## config.mk

```make
export PLATFORM = sky130hd
export DESIGN_NAME = mem_fwd_buffer_flat
export DESIGN_NICKNAME = d
export VERILOG_FILES = /design/src/rtl/mem_fwd_buffer_pkg.sv /design/src/rtl/mem_fwd_buffer_if.sv /design/src/rtl/mem_fwd_buffer_match.sv /design/src/rtl/mem_fwd_buffer.sv /design/src/flat_wrapper.sv
export SDC_FILE = /design/constraint.sdc
export NUM_CORES = 1
export LEC_CHECK = 0
export ABC_AREA = 1
export CAP_MARGIN = 20
export CORE_MARGIN = 8
export CORE_UTILIZATION = 53
export CTS_BUF_LIST = sky130_fd_sc_hd__clkbuf_4 sky130_fd_sc_hd__clkbuf_8 sky130_fd_sc_hd__clkbuf_16
export CTS_CLUSTER_DIAMETER = 100
export DETAILED_ROUTE_END_ITERATION = 7
export GPL_TIMING_DRIVEN = 0
export PLACE_DENSITY_LB_ADDON = 0.1
export REMOVE_ABC_BUFFERS = 1
export SYNTH_ARGS = -nofsm -noshare
export SYNTH_HDL_FRONTEND = slang
export SYNTH_SLANG_ARGS = --single-unit
```

## constraint.sdc

```tcl
create_clock -name clk -period 1.6 [get_ports clk]
set_input_delay 0.32 -clock clk [delete_from_list [all_inputs] [get_ports clk]]
set_output_delay 0.32 -clock clk [all_outputs]
set_load 0.01 [all_outputs]
```

## src/rtl/mem_fwd_buffer_pkg.sv

```systemverilog
`default_nettype none
// ============================================================================
//  Package   : mem_fwd_pkg
//  Purpose   : Shared widths, entry type and sizing helpers for the
//              load-to-store forwarding buffer.
//  Revision  : 1.0  initial release
// ============================================================================
package mem_fwd_pkg;

    localparam int DATA_W = 32;
    localparam int REG_W  = 5;

    localparam logic [REG_W-1:0] ZERO_REG = '0;

    typedef struct packed {
        logic              valid;
        logic [REG_W-1:0]  dst;
        logic [DATA_W-1:0] data;
    } fwd_entry_t;

    // Age 0 is reserved for the same-cycle WB result, so entries need depth+1 codes.
    function automatic int age_width(input int depth);
        return (depth < 1) ? 1 : $clog2(depth + 1);
    endfunction

    function automatic int idx_width(input int depth);
        return (depth > 1) ? $clog2(depth) : 1;
    endfunction

endpackage
`default_nettype wire

```

## src/rtl/mem_fwd_buffer_if.sv

```systemverilog
`default_nettype none
// ============================================================================
//  Interface : mem_fwd_buffer_if
//  Purpose   : WB/EX/MEM pipeline signals of the forwarding buffer; the
//              hit counter port exists only when MEM_FWD_STATS_EN is defined.
//  Revision  : 1.0  initial release
// ============================================================================
interface mem_fwd_buffer_if
    import mem_fwd_pkg::*;
#(
    parameter int DATA_W = mem_fwd_pkg::DATA_W,
    parameter int REG_W  = mem_fwd_pkg::REG_W,
    parameter int DEPTH  = 4
);
    localparam int c_AGE_W = age_width(DEPTH);

    logic              wb_reg_write;
    logic              wb_mem_read;
    logic [REG_W-1:0]  wb_dst;
    logic [DATA_W-1:0] wb_data;
    logic              ex_mem_write;
    logic [REG_W-1:0]  ex_rt;
    logic              stall;
    logic              flush;
    logic              mem_fwd_sel;
    logic [DATA_W-1:0] mem_fwd_data;
    logic [c_AGE_W-1:0] mem_fwd_age;
`ifdef MEM_FWD_STATS_EN
    logic [31:0]       fwd_hit_count;

    modport master (
        output wb_reg_write, wb_mem_read, wb_dst, wb_data,
        output ex_mem_write, ex_rt, stall, flush,
        input  mem_fwd_sel, mem_fwd_data, mem_fwd_age, fwd_hit_count
    );

    modport slave (
        input  wb_reg_write, wb_mem_read, wb_dst, wb_data,
        input  ex_mem_write, ex_rt, stall, flush,
        output mem_fwd_sel, mem_fwd_data, mem_fwd_age, fwd_hit_count
    );
`else
    modport master (
        output wb_reg_write, wb_mem_read, wb_dst, wb_data,
        output ex_mem_write, ex_rt, stall, flush,
        input  mem_fwd_sel, mem_fwd_data, mem_fwd_age
    );

    modport slave (
        input  wb_reg_write, wb_mem_read, wb_dst, wb_data,
        input  ex_mem_write, ex_rt, stall, flush,
        output mem_fwd_sel, mem_fwd_data, mem_fwd_age
    );
`endif

endinterface
`default_nettype wire

```

## src/rtl/mem_fwd_buffer_match.sv

```systemverilog
`default_nettype none
// ============================================================================
//  Module    : mem_fwd_match
//  Purpose   : Combinational priority matcher; reports the lowest-index
//              (newest) valid entry whose destination equals the key.
//  Revision  : 1.0  initial release
// ============================================================================
module mem_fwd_match
    import mem_fwd_pkg::*;
#(
    parameter int DEPTH = 4,
    parameter int REG_W = mem_fwd_pkg::REG_W,
    parameter int IDX_W = idx_width(DEPTH)
) (
    input  wire logic [DEPTH-1:0]            i_valid,
    input  wire logic [DEPTH-1:0][REG_W-1:0] i_dst,
    input  wire logic [REG_W-1:0]            i_key,
    output logic                             o_hit,
    output logic [IDX_W-1:0]                 o_idx
);

    // Scanning oldest to newest lets the newest match overwrite older ones.
    always_comb begin
        o_hit = 1'b0;
        o_idx = '0;
        for (int i = DEPTH - 1; i >= 0; i--) begin
            if (i_valid[i] && (i_dst[i] == i_key)) begin
                o_hit = 1'b1;
                o_idx = IDX_W'(i);
            end
        end
    end

endmodule
`default_nettype wire

```

## src/rtl/mem_fwd_buffer.sv

```systemverilog
`default_nettype none
// ============================================================================
//  Module    : mem_fwd_buffer
//  Purpose   : Retains the DEPTH newest WB load results and forwards them to
//              stores in EX, registered into MEM. Define MEM_FWD_STATS_EN to
//              add the saturating fwd_hit_count output.
//  Revision  : 1.0  initial release
// ============================================================================
module mem_fwd_buffer
    import mem_fwd_pkg::*;
#(
    parameter int DATA_W = mem_fwd_pkg::DATA_W,
    parameter int REG_W  = mem_fwd_pkg::REG_W,
    parameter int DEPTH  = 4
) (
    input  wire logic        clk,
    input  wire logic        rst_n,
    mem_fwd_buffer_if.slave  bus
);

    localparam int c_AGE_W = age_width(DEPTH);
    localparam int c_IDX_W = idx_width(DEPTH);

    fwd_entry_t                  r_entries     [DEPTH];
    fwd_entry_t                  w_entries_nxt [DEPTH];
    logic [DEPTH-1:0]            w_valid_vec;
    logic [DEPTH-1:0][REG_W-1:0] w_dst_vec;

    logic               w_wb_active;
    logic               w_q_active;
    logic               w_wb_match;
    logic               w_q_hit;
    logic [c_IDX_W-1:0] w_q_idx;
    logic               w_inv_hit;
    logic [c_IDX_W-1:0] w_inv_idx;

    logic               w_sel;
    logic [DATA_W-1:0]  w_data;
    logic [c_AGE_W-1:0] w_age;

    logic               r_sel;
    logic [DATA_W-1:0]  r_data;
    logic [c_AGE_W-1:0] r_age;

    always_comb begin
        for (int i = 0; i < DEPTH; i++) begin
            w_valid_vec[i] = r_entries[i].valid;
            w_dst_vec[i]   = r_entries[i].dst;
        end
    end

    assign w_wb_active = bus.wb_reg_write && (bus.wb_dst != ZERO_REG);
    assign w_q_active  = bus.ex_mem_write && (bus.ex_rt != ZERO_REG);
    assign w_wb_match  = w_wb_active && (bus.wb_dst == bus.ex_rt);

    mem_fwd_match #(
        .DEPTH (DEPTH),
        .REG_W (REG_W),
        .IDX_W (c_IDX_W)
    ) u_query_match (
        .i_valid (w_valid_vec),
        .i_dst   (w_dst_vec),
        .i_key   (bus.ex_rt),
        .o_hit   (w_q_hit),
        .o_idx   (w_q_idx)
    );

    // Every write clears older copies of its dst, so at most one valid entry
    // per register exists and the newest match is the only one to invalidate.
    mem_fwd_match #(
        .DEPTH (DEPTH),
        .REG_W (REG_W),
        .IDX_W (c_IDX_W)
    ) u_inv_match (
        .i_valid (w_valid_vec),
        .i_dst   (w_dst_vec),
        .i_key   (bus.wb_dst),
        .o_hit   (w_inv_hit),
        .o_idx   (w_inv_idx)
    );

    always_comb begin
        w_entries_nxt = r_entries;
        if (w_wb_active) begin
            if (bus.wb_mem_read) begin
                for (int i = DEPTH - 1; i > 0; i--) begin
                    w_entries_nxt[i] = r_entries[i-1];
                    if (w_inv_hit && (w_inv_idx == c_IDX_W'(i - 1))) begin
                        w_entries_nxt[i].valid = 1'b0;
                    end
                end
                w_entries_nxt[0].valid = 1'b1;
                w_entries_nxt[0].dst   = bus.wb_dst;
                w_entries_nxt[0].data  = bus.wb_data;
            end else if (w_inv_hit) begin
                w_entries_nxt[w_inv_idx].valid = 1'b0;
            end
        end
    end

    // A same-cycle non-load write to ex_rt is a miss even if an older load is
    // buffered: the regular ALU forwarding path owns that value.
    always_comb begin
        w_sel  = 1'b0;
        w_data = '0;
        w_age  = '0;
        if (w_q_active) begin
            if (w_wb_match) begin
                if (bus.wb_mem_read) begin
                    w_sel  = 1'b1;
                    w_data = bus.wb_data;
                end
            end else if (w_q_hit) begin
                w_sel  = 1'b1;
                w_data = r_entries[w_q_idx].data;
                w_age  = c_AGE_W'(w_q_idx) + c_AGE_W'(1);
            end
        end
    end

    always_ff @(posedge clk or negedge rst_n) begin
        if (!rst_n) begin
            for (int i = 0; i < DEPTH; i++) begin
                r_entries[i] <= '0;
            end
            r_sel  <= 1'b0;
            r_data <= '0;
            r_age  <= '0;
        end else begin
            r_entries <= w_entries_nxt;
            if (bus.flush) begin
                r_sel  <= 1'b0;
                r_data <= '0;
                r_age  <= '0;
            end else if (!bus.stall) begin
                r_sel  <= w_sel;
                r_data <= w_data;
                r_age  <= w_age;
            end
        end
    end

    assign bus.mem_fwd_sel  = r_sel;
    assign bus.mem_fwd_data = r_data;
    assign bus.mem_fwd_age  = r_age;

`ifdef MEM_FWD_STATS_EN
    logic [31:0] r_hit_count;

    always_ff @(posedge clk or negedge rst_n) begin
        if (!rst_n) begin
            r_hit_count <= '0;
        end else if (!bus.stall && !bus.flush && w_sel && (r_hit_count != '1)) begin
            r_hit_count <= r_hit_count + 32'd1;
        end
    end

    assign bus.fwd_hit_count = r_hit_count;
`endif

endmodule
`default_nettype wire

```

## src/flat_wrapper.sv

```systemverilog
// flat-port wrapper written by rule: the top's interface ports become plain ports
module mem_fwd_buffer_flat import mem_fwd_pkg::*;
#(
    parameter int DATA_W = mem_fwd_pkg::DATA_W,
    parameter int REG_W  = mem_fwd_pkg::REG_W,
    parameter int DEPTH  = 4
)
  (clk, rst_n, bus_wb_reg_write, bus_wb_mem_read, bus_wb_dst, bus_wb_data, bus_ex_mem_write, bus_ex_rt, bus_stall, bus_flush, bus_mem_fwd_sel, bus_mem_fwd_data, bus_mem_fwd_age);
  mem_fwd_buffer_if #(.DATA_W(DATA_W), .REG_W(REG_W), .DEPTH(DEPTH)) bus_i ();
  input  wire logic clk;
  input  wire logic rst_n;
  input wire logic [$bits(bus_i.wb_reg_write)-1:0] bus_wb_reg_write;
  input wire logic [$bits(bus_i.wb_mem_read)-1:0] bus_wb_mem_read;
  input wire logic [$bits(bus_i.wb_dst)-1:0] bus_wb_dst;
  input wire logic [$bits(bus_i.wb_data)-1:0] bus_wb_data;
  input wire logic [$bits(bus_i.ex_mem_write)-1:0] bus_ex_mem_write;
  input wire logic [$bits(bus_i.ex_rt)-1:0] bus_ex_rt;
  input wire logic [$bits(bus_i.stall)-1:0] bus_stall;
  input wire logic [$bits(bus_i.flush)-1:0] bus_flush;
  output wire logic [$bits(bus_i.mem_fwd_sel)-1:0] bus_mem_fwd_sel;
  output wire logic [$bits(bus_i.mem_fwd_data)-1:0] bus_mem_fwd_data;
  output wire logic [$bits(bus_i.mem_fwd_age)-1:0] bus_mem_fwd_age;
  assign bus_i.wb_reg_write = bus_wb_reg_write;
  assign bus_i.wb_mem_read = bus_wb_mem_read;
  assign bus_i.wb_dst = bus_wb_dst;
  assign bus_i.wb_data = bus_wb_data;
  assign bus_i.ex_mem_write = bus_ex_mem_write;
  assign bus_i.ex_rt = bus_ex_rt;
  assign bus_i.stall = bus_stall;
  assign bus_i.flush = bus_flush;
  assign bus_mem_fwd_sel = bus_i.mem_fwd_sel;
  assign bus_mem_fwd_data = bus_i.mem_fwd_data;
  assign bus_mem_fwd_age = bus_i.mem_fwd_age;
  mem_fwd_buffer #(.DATA_W(DATA_W), .REG_W(REG_W), .DEPTH(DEPTH)) u_core (.clk(clk), .rst_n(rst_n), .bus(bus_i));
endmodule
```

Yosys cells after proc, flatten, opt, wreduce, memory -nomap -nowiden
Index checks and enable logic that the tools add are counted.

Logic and storage cells: 97. Bits in latches: 0. Bits in writable memories: 0. Memory bits (read-only): 0. Bits of input ports: 49. Bits in registers: 188. Memories kept: 0.

Shift-type cells: 0. Bitwise logic cells: 2. $add $sub $neg: 1. Equality and inequality tests: 12. Multiply operators: 0. Magnitude comparators: 3. Reduce and logical (&&, ||, !) cells: 20. Mux-type cells: 44. Divide/modulo/power cells: 0.

Operators by type and width (count): $mux W152 (2); $mux W32 (8); $bwmux W152 (1); $bmux W38 S2 (1); $demux W38 S2 (1); $eq A5 B5 Y1 (9); $mux W38 (1); $mux W1 (17); $mux W2 (8); $logic_and A1 B1 Y1 (15); $mux W3 (5); $reduce_bool A5 Y1 (2); $ge A3 B3 Y1 const B (2); $not A2 Y3 (2); $add A2 B1 Y3 const B (1); $lt A3 B1 Y1 const B (1); $eq A2 B1 Y1 const B (1); $eq A2 B2 Y1 const B (1); $logic_not A2 Y1 (1); $ne A2 B1 Y1 const B (1); $reduce_and A2 Y1 (1); $reduce_bool A2 Y1 (1).

Depth between registers and ports, before layout
Depth in word-level cells: 15. Depth in mapped cells: 16. Mapped depth without buffers: 14.

Cells and area by module
A second synthesis with hierarchy kept.

Cells, all modules: 1271. Area total of the unflattened synthesis: 9486.6 um^2.

Modules (own cells, without submodules): mem_fwd_buffer (cells each 1089, times used 1, sequential area each 4704.5 um^2, area an instance 8663.3 um^2); mem_fwd_match (cells each 91, times used 2, sequential area each 0.0 um^2, area an instance 411.6 um^2).

Least setup slack after synthesis
Ideal clock, no wire load.

Path type: input port to flip-flop. From: input port bus_ex_rt[3]. To: register u_core.r_age[1], in the netlist u_core.bus.mem_fwd_age[1]. Setup slack: -0.124 ns. Stages on the path: 15. Setup time: 0.116 ns. Arrival time: 1.607 ns. Required time: 1.484 ns. Buffers on the path: 3. Path through: buf_2 -> nand2_1 -> nand2_1 -> nor2_1 -> nand2_1 -> nor2_2 -> nand2_1 -> nand2_1 -> nand2_2 -> buf_6 -> buf_6 -> inv_1 -> ha_1 -> nand2_1 -> nand2_1.

Cells in the longest elaborated chain, start to end: 12.

RTL lines: from (decl) (RTL line flat_wrapper.sv:17) `input wire logic [$bits(bus_i.ex_rt)-1:0] bus_ex_rt;`; $eq A5 B5 Y1 (RTL line mem_fwd_buffer_match.sv:27) `if (i_valid[i] && (i_dst[i] == i_key)) begin`; $logic_and A1 B1 Y1 (RTL line mem_fwd_buffer_match.sv:27); $mux W2 (4 in a row) (RTL line mem_fwd_buffer_match.sv:27); $add A2 B1 Y3 (RTL line mem_fwd_buffer.sv:116) `w_age = c_AGE_W'(w_q_idx) + c_AGE_W'(1);`; $mux W3 (RTL line mem_fwd_buffer.sv:113) `end else if (w_q_hit) begin`; $mux W3 (RTL line mem_fwd_buffer.sv:108) `if (w_wb_match) begin`; $mux W3 (*) (RTL line mem_fwd_buffer.sv:107) `if (w_q_active) begin`; $mux W3 (*) (RTL line mem_fwd_buffer.sv:135) `end else if (!bus.stall) begin`; $mux W3 (*) (RTL line mem_fwd_buffer.sv:131) `if (bus.flush) begin`; to (signal assigned) (RTL line mem_fwd_buffer.sv:138) `r_age <= w_age;`; to (decl) (RTL line mem_fwd_buffer.sv:43) `logic [c_AGE_W-1:0] r_age;`.

Mark *: on every way between the ends. The rest lies on a longest branch, timed or not. The select of a mux whose other input is x is not followed. A chain may end at the register's enable or synchronous reset.

Final worst setup path
From: register u_core.r_entries[36] (netlist name). To: register u_core.r_data[6], in the netlist u_core.bus.mem_fwd_data[6].

Cells in the longest elaborated chain, start to end: 15.

RTL lines: from (decl) (RTL line mem_fwd_buffer.sv:24) `fwd_entry_t r_entries [DEPTH];`; from (signal assigned) (RTL line mem_fwd_buffer.sv:130) `r_entries <= w_entries_nxt;`; $eq A5 B5 Y1 (*) (RTL line mem_fwd_buffer_match.sv:27); $logic_and A1 B1 Y1 (*) (RTL line mem_fwd_buffer_match.sv:27); $mux W2 (4 in a row) (RTL line mem_fwd_buffer_match.sv:27); $not A2 Y3 (implied by the code) (RTL line mem_fwd_buffer.sv:115) `w_data = r_entries[w_q_idx].data;`; $bmux W38 S2 (RTL line mem_fwd_buffer.sv:115); $mux W32 (implied by the code) (2 in a row) (RTL line mem_fwd_buffer.sv:115); $mux W32 (*) (RTL line mem_fwd_buffer.sv:113); $mux W32 (*) (RTL line mem_fwd_buffer.sv:108); $mux W32 (*) (RTL line mem_fwd_buffer.sv:107); $mux W32 (*) (RTL line mem_fwd_buffer.sv:135); $mux W32 (*) (RTL line mem_fwd_buffer.sv:131); to (signal assigned) (RTL line mem_fwd_buffer.sv:137) `r_data <= w_data;`; to (decl) (RTL line mem_fwd_buffer.sv:42) `logic [DATA_W-1:0] r_data;`.

Marked as above.

==> results.md <==
* Shortest period the worst path allows at 2.04 ns
* Number of vias after detailed routing at 9456
* Maximum fanout encountered on the critical timing path at 6
* Global routing usage summed across all routing layers at 0.257
* Global-route wire length before repair at 45800 µm
* Achievable Freq at 489 MHz
* Clock H-tree levels at 4
* Layout overhead on the synthesized area at 37.2%
* Number of remaining DRC errors at 0
* Final HPWL DP at 13900 µm
* Int Power at 9.26 mW
* Core region area at 0.0178 mm²
* Crit-path most repeated cell: sky130_fd_sc_hd__nand2_1
* Vias in the first global route at 8812
* Post-detailed-route wirelength per cell at 18.4 µm
* Top cell types by occurrence after synthesis: sky130_fd_sc_hd__nand2_1 (419), sky130_fd_sc_hd__inv_1 (223), sky130_fd_sc_hd__o21ai_0 (194)
* Leading cell type by number of instances after synthesis: sky130_fd_sc_hd__nand2_1
* Final Worst Setup Slack at -0.443 ns
* Gpl congestion at 0.893
* Cell-by-cell trace of the critical path: inv_2 -> nand2_1 -> nand2_1 -> nor2_1 -> nand2_1 -> nor2_4 -> nand2_4 -> nand2_8 -> buf_16 -> nand2_4 -> clkbuf_16 -> nand2_1 -> nand3_1 -> nand2_1 -> nand2_1 -> nand2_1
* Share of the yosys chip area belonging to registers at 0.491
* CTS max path bufs at 2
* Area contributors post-synth: sky130_fd_sc_hd__dfrtp_1 (49%), sky130_fd_sc_hd__nand2_1 (16%), sky130_fd_sc_hd__o21ai_0 (10%), sky130_fd_sc_hd__inv_1 (8.7%), sky130_fd_sc_hd__nand3_1 (7.5%)
* Post-synth cell types at 28
* Clk sinks at 188
* Final hold vios at 0
* Relative contribution of sequential cells to total power at 0.423
* Power density over the cells at 1050 mW/mm²
* Arrival time reported for the critical path endpoint at 2.43 ns
* Fin Hold WS at 0.221 ns
* Fraction of power consumed by the clock network at 0.302
* Worst slew margin relative to its limit at 0.588
* Fillers at 1324
* Crit-path slowest cell: sky130_fd_sc_hd__dfrtp_1
* Violated checks: negative setup slack
* Finished Core Util at 0.737
* Antenna diode instance count at 0
* Width of the die at 151 µm
* Biggest area consumer among synthesized cells: sky130_fd_sc_hd__dfrtp_1
* Hold Path Class: in -> reg
* Leak Pwr at 6.61 nW
* FP Rows at 49
* Die Outline Area at 0.0227 mm²
* Maximum ir drop on the vdd rail at 921 µV
* Synthesized instance count at 1313
* Share of the clock period used by the worst path after layout at 1.28
* Number of antenna violations at the first check in global routing at 0
* Number of optimization iterations in the first detailed-route pass at 6
* Post-synth top area share at 0.491
* Post-synth ARST share at 1.00
* Max Slew Vio Count at 0
* Post-synthesis cell area at 0.00959 mm²
* Vias/cell at 5.57
* Delay-heaviest family, CP: simple AND/OR/NAND/NOR gates
* Number of synthesized flops with an enable pin at 0
* Antenna Violating Nets Remaining at 0
* Worst clock skew on the final layout at 0.0111 ns
* Warning count from the yosys run at 0
* Count of boundary I/O pins at 85
* Global route total overflow at 0
* Worst Path Buf+Inv at 3
* Wirelength, routed at 31300 µm
* Maximum number of pins on one net before global-route repair at 110
* Average size of a mapped cell at 7.30 µm²
* Slew at the pin with the worst max-slew slack at 0.618 ns
* Die Height at 151 µm
* Combinational share of power at 0.275
* Share of layout cells above drive strength 1 at 0.213
* Type of destination of the critical path: flip-flop
* Largest incremental delay on the critical path at 0.41 ns
* Post-synthesis register bit count at 188
* Clock latency on the worst-skew pair at 0.44 ns
* Sw power at 4.60 mW
* Buffer cell driving the clock tree root: sky130_fd_sc_hd__clkbuf_16
* Crit path kind: reg -> reg
* Count of input and output buffers at 84
* Unrepaired setup endpoints after global routing: yes
* Initial detailed-routing violation count at 928
* Final setup violation count at 40
* Outcome: finished, violations left
* Worst-path clk slew at 0.07 ns
* Crit start category: flip-flop
* CP Data Required Time at 1.99 ns
* Switching fraction of total power at 0.332
* TritonCTS Buffers at 17
* Most instantiated flip-flop cell in the synthesis netlist: sky130_fd_sc_hd__dfrtp_1
* Starting density of the core at 0.537
* Final nets at 1507
* Max-cap violation count at 0
* TritonCTS clock tree: yes
[state kept, by name, summed over array words and instances, names as in the netlist]
| name | count |
|---|---|
| u_core.bus.mem_fwd_age | 3 |
| u_core.bus.mem_fwd_data | 32 |
| u_core.bus.mem_fwd_sel | 1 |
| u_core.r_entries | 152 |
[power groups by stage]
| stage | registers [mW] | clock network (mW) | logic (mW) |
|---|---|---|---|
| finish | 5.86 | 4.19 | 3.81 |
| global route | 5.92 | 4.40 | 4.16 |
| CTS | 5.81 | 4.23 | 3.18 |
| detailed placement | 5.90 | 0 | 2.42 |
| global placement | 5.91 | 0 | 2.36 |
| floorplan | 5.83 | 0 | 1.63 |
[cell usage in the layout (no fill, tap or decap), types with 18 or more instances in the layout]
| cell | n |
|---|---|
| sky130_fd_sc_hd__nand3_2 | 38 |
| sky130_fd_sc_hd__dfrtp_1 | 187 |
| sky130_fd_sc_hd__dlygate4sd2_1 | 39 |
| sky130_fd_sc_hd__buf_6 | 26 |
| sky130_fd_sc_hd__o21ai_0 | 183 |
| sky130_fd_sc_hd__nand3_1 | 102 |
| sky130_fd_sc_hd__clkbuf_16 | 23 |
| sky130_fd_sc_hd__nand2_2 | 51 |
| sky130_fd_sc_hd__inv_2 | 18 |
| sky130_fd_sc_hd__nand2_1 | 350 |
| sky130_fd_sc_hd__inv_1 | 209 |
| sky130_fd_sc_hd__buf_4 | 41 |
| sky130_fd_sc_hd__clkdlybuf4s50_1 | 37 |
[path summary, 6_finish.rpt]
check                      slack, ns                          end                 startpoint  cells past startpoint
min in group asynchronous       0.48  u_core.bus.mem_fwd_data[19]                      rst_n                      2
min reg2reg                     0.48    u_core.bus.mem_fwd_age[1]  u_core.bus.mem_fwd_age[1]                      2
max                            -0.44   u_core.bus.mem_fwd_data[6]       u_core.r_entries[36]                     16
max reg2reg                    -0.44   u_core.bus.mem_fwd_data[6]       u_core.r_entries[36]                     16
min                             0.22        u_core.r_entries[147]              bus_wb_dst[1]                      3
max in group asynchronous       0.29         u_core.r_entries[55]                      rst_n                      3
[worst register-to-register path, delay by kind of cell (launching register included)]
kind | cells | cell delay [ns]
and+or+nand+nor | 13 | 1.20
DFF | 1 | 0.41
buffers and inverters | 3 | 0.37
[logic make-up after synthesis]
group,Yosys count,share of synthesized area
and+or+nand+nor,603,0.259
buffers and inverters,303,0.132
AOI/OAI and AO/OA,213,0.113
DFF,188,0.491
xor gates and xnor gates,5,0.00457
adders and majority gates,1,0.00130
[what timing repair did]
action	in CTS	in global routing
hold buffers	1	0
hold endpoints to repair	8	0
pin swaps	45	80
resized for setup	175	144
gates cloned	18	9
setup buffers	68	20
setup endpoints to repair	224	172
[metrics by stage]
stage	cells	setup TNS [ns]	area (µm²)	total power, mW	worst slack [ns]
6_report	1699	-14.61	13200	13.9	-0.443
3_3_place_gp	1554	-2757.31	10300	8.27	-8.22
4_1_cts	1677	-9.30	12400	13.2	-0.299
3_5_place_dp	1565	-207.20	10600	8.33	-2.04
5_1_grt	1699	-18.69	13200	14.5	-0.517
2_1_floorplan	1241	-697.09	9190	7.46	-4.60
[metal layers]
metal  share of wire  GRT usage
met1            0.40      0.335
met3           0.076     0.0544
met2            0.48      0.412
met4           0.039      0.104
met5               0          0
[final cells by class]
class / count / area [µm²] / area share
timing repair inverter: 5 / 80.1 / 0.00609
tap: 229 / 287 / 0.0218
inverter: 231 / 908 / 0.0691
clock buffer: 20 / 460 / 0.0350
sequential: 188 / 4710 / 0.358
clock inverter: 12 / 118 / 0.00894
multi-input combinational: 830 / 4430 / 0.337
timing repair buffer: 184 / 2160 / 0.164
(Power assumes the default switching activity.)
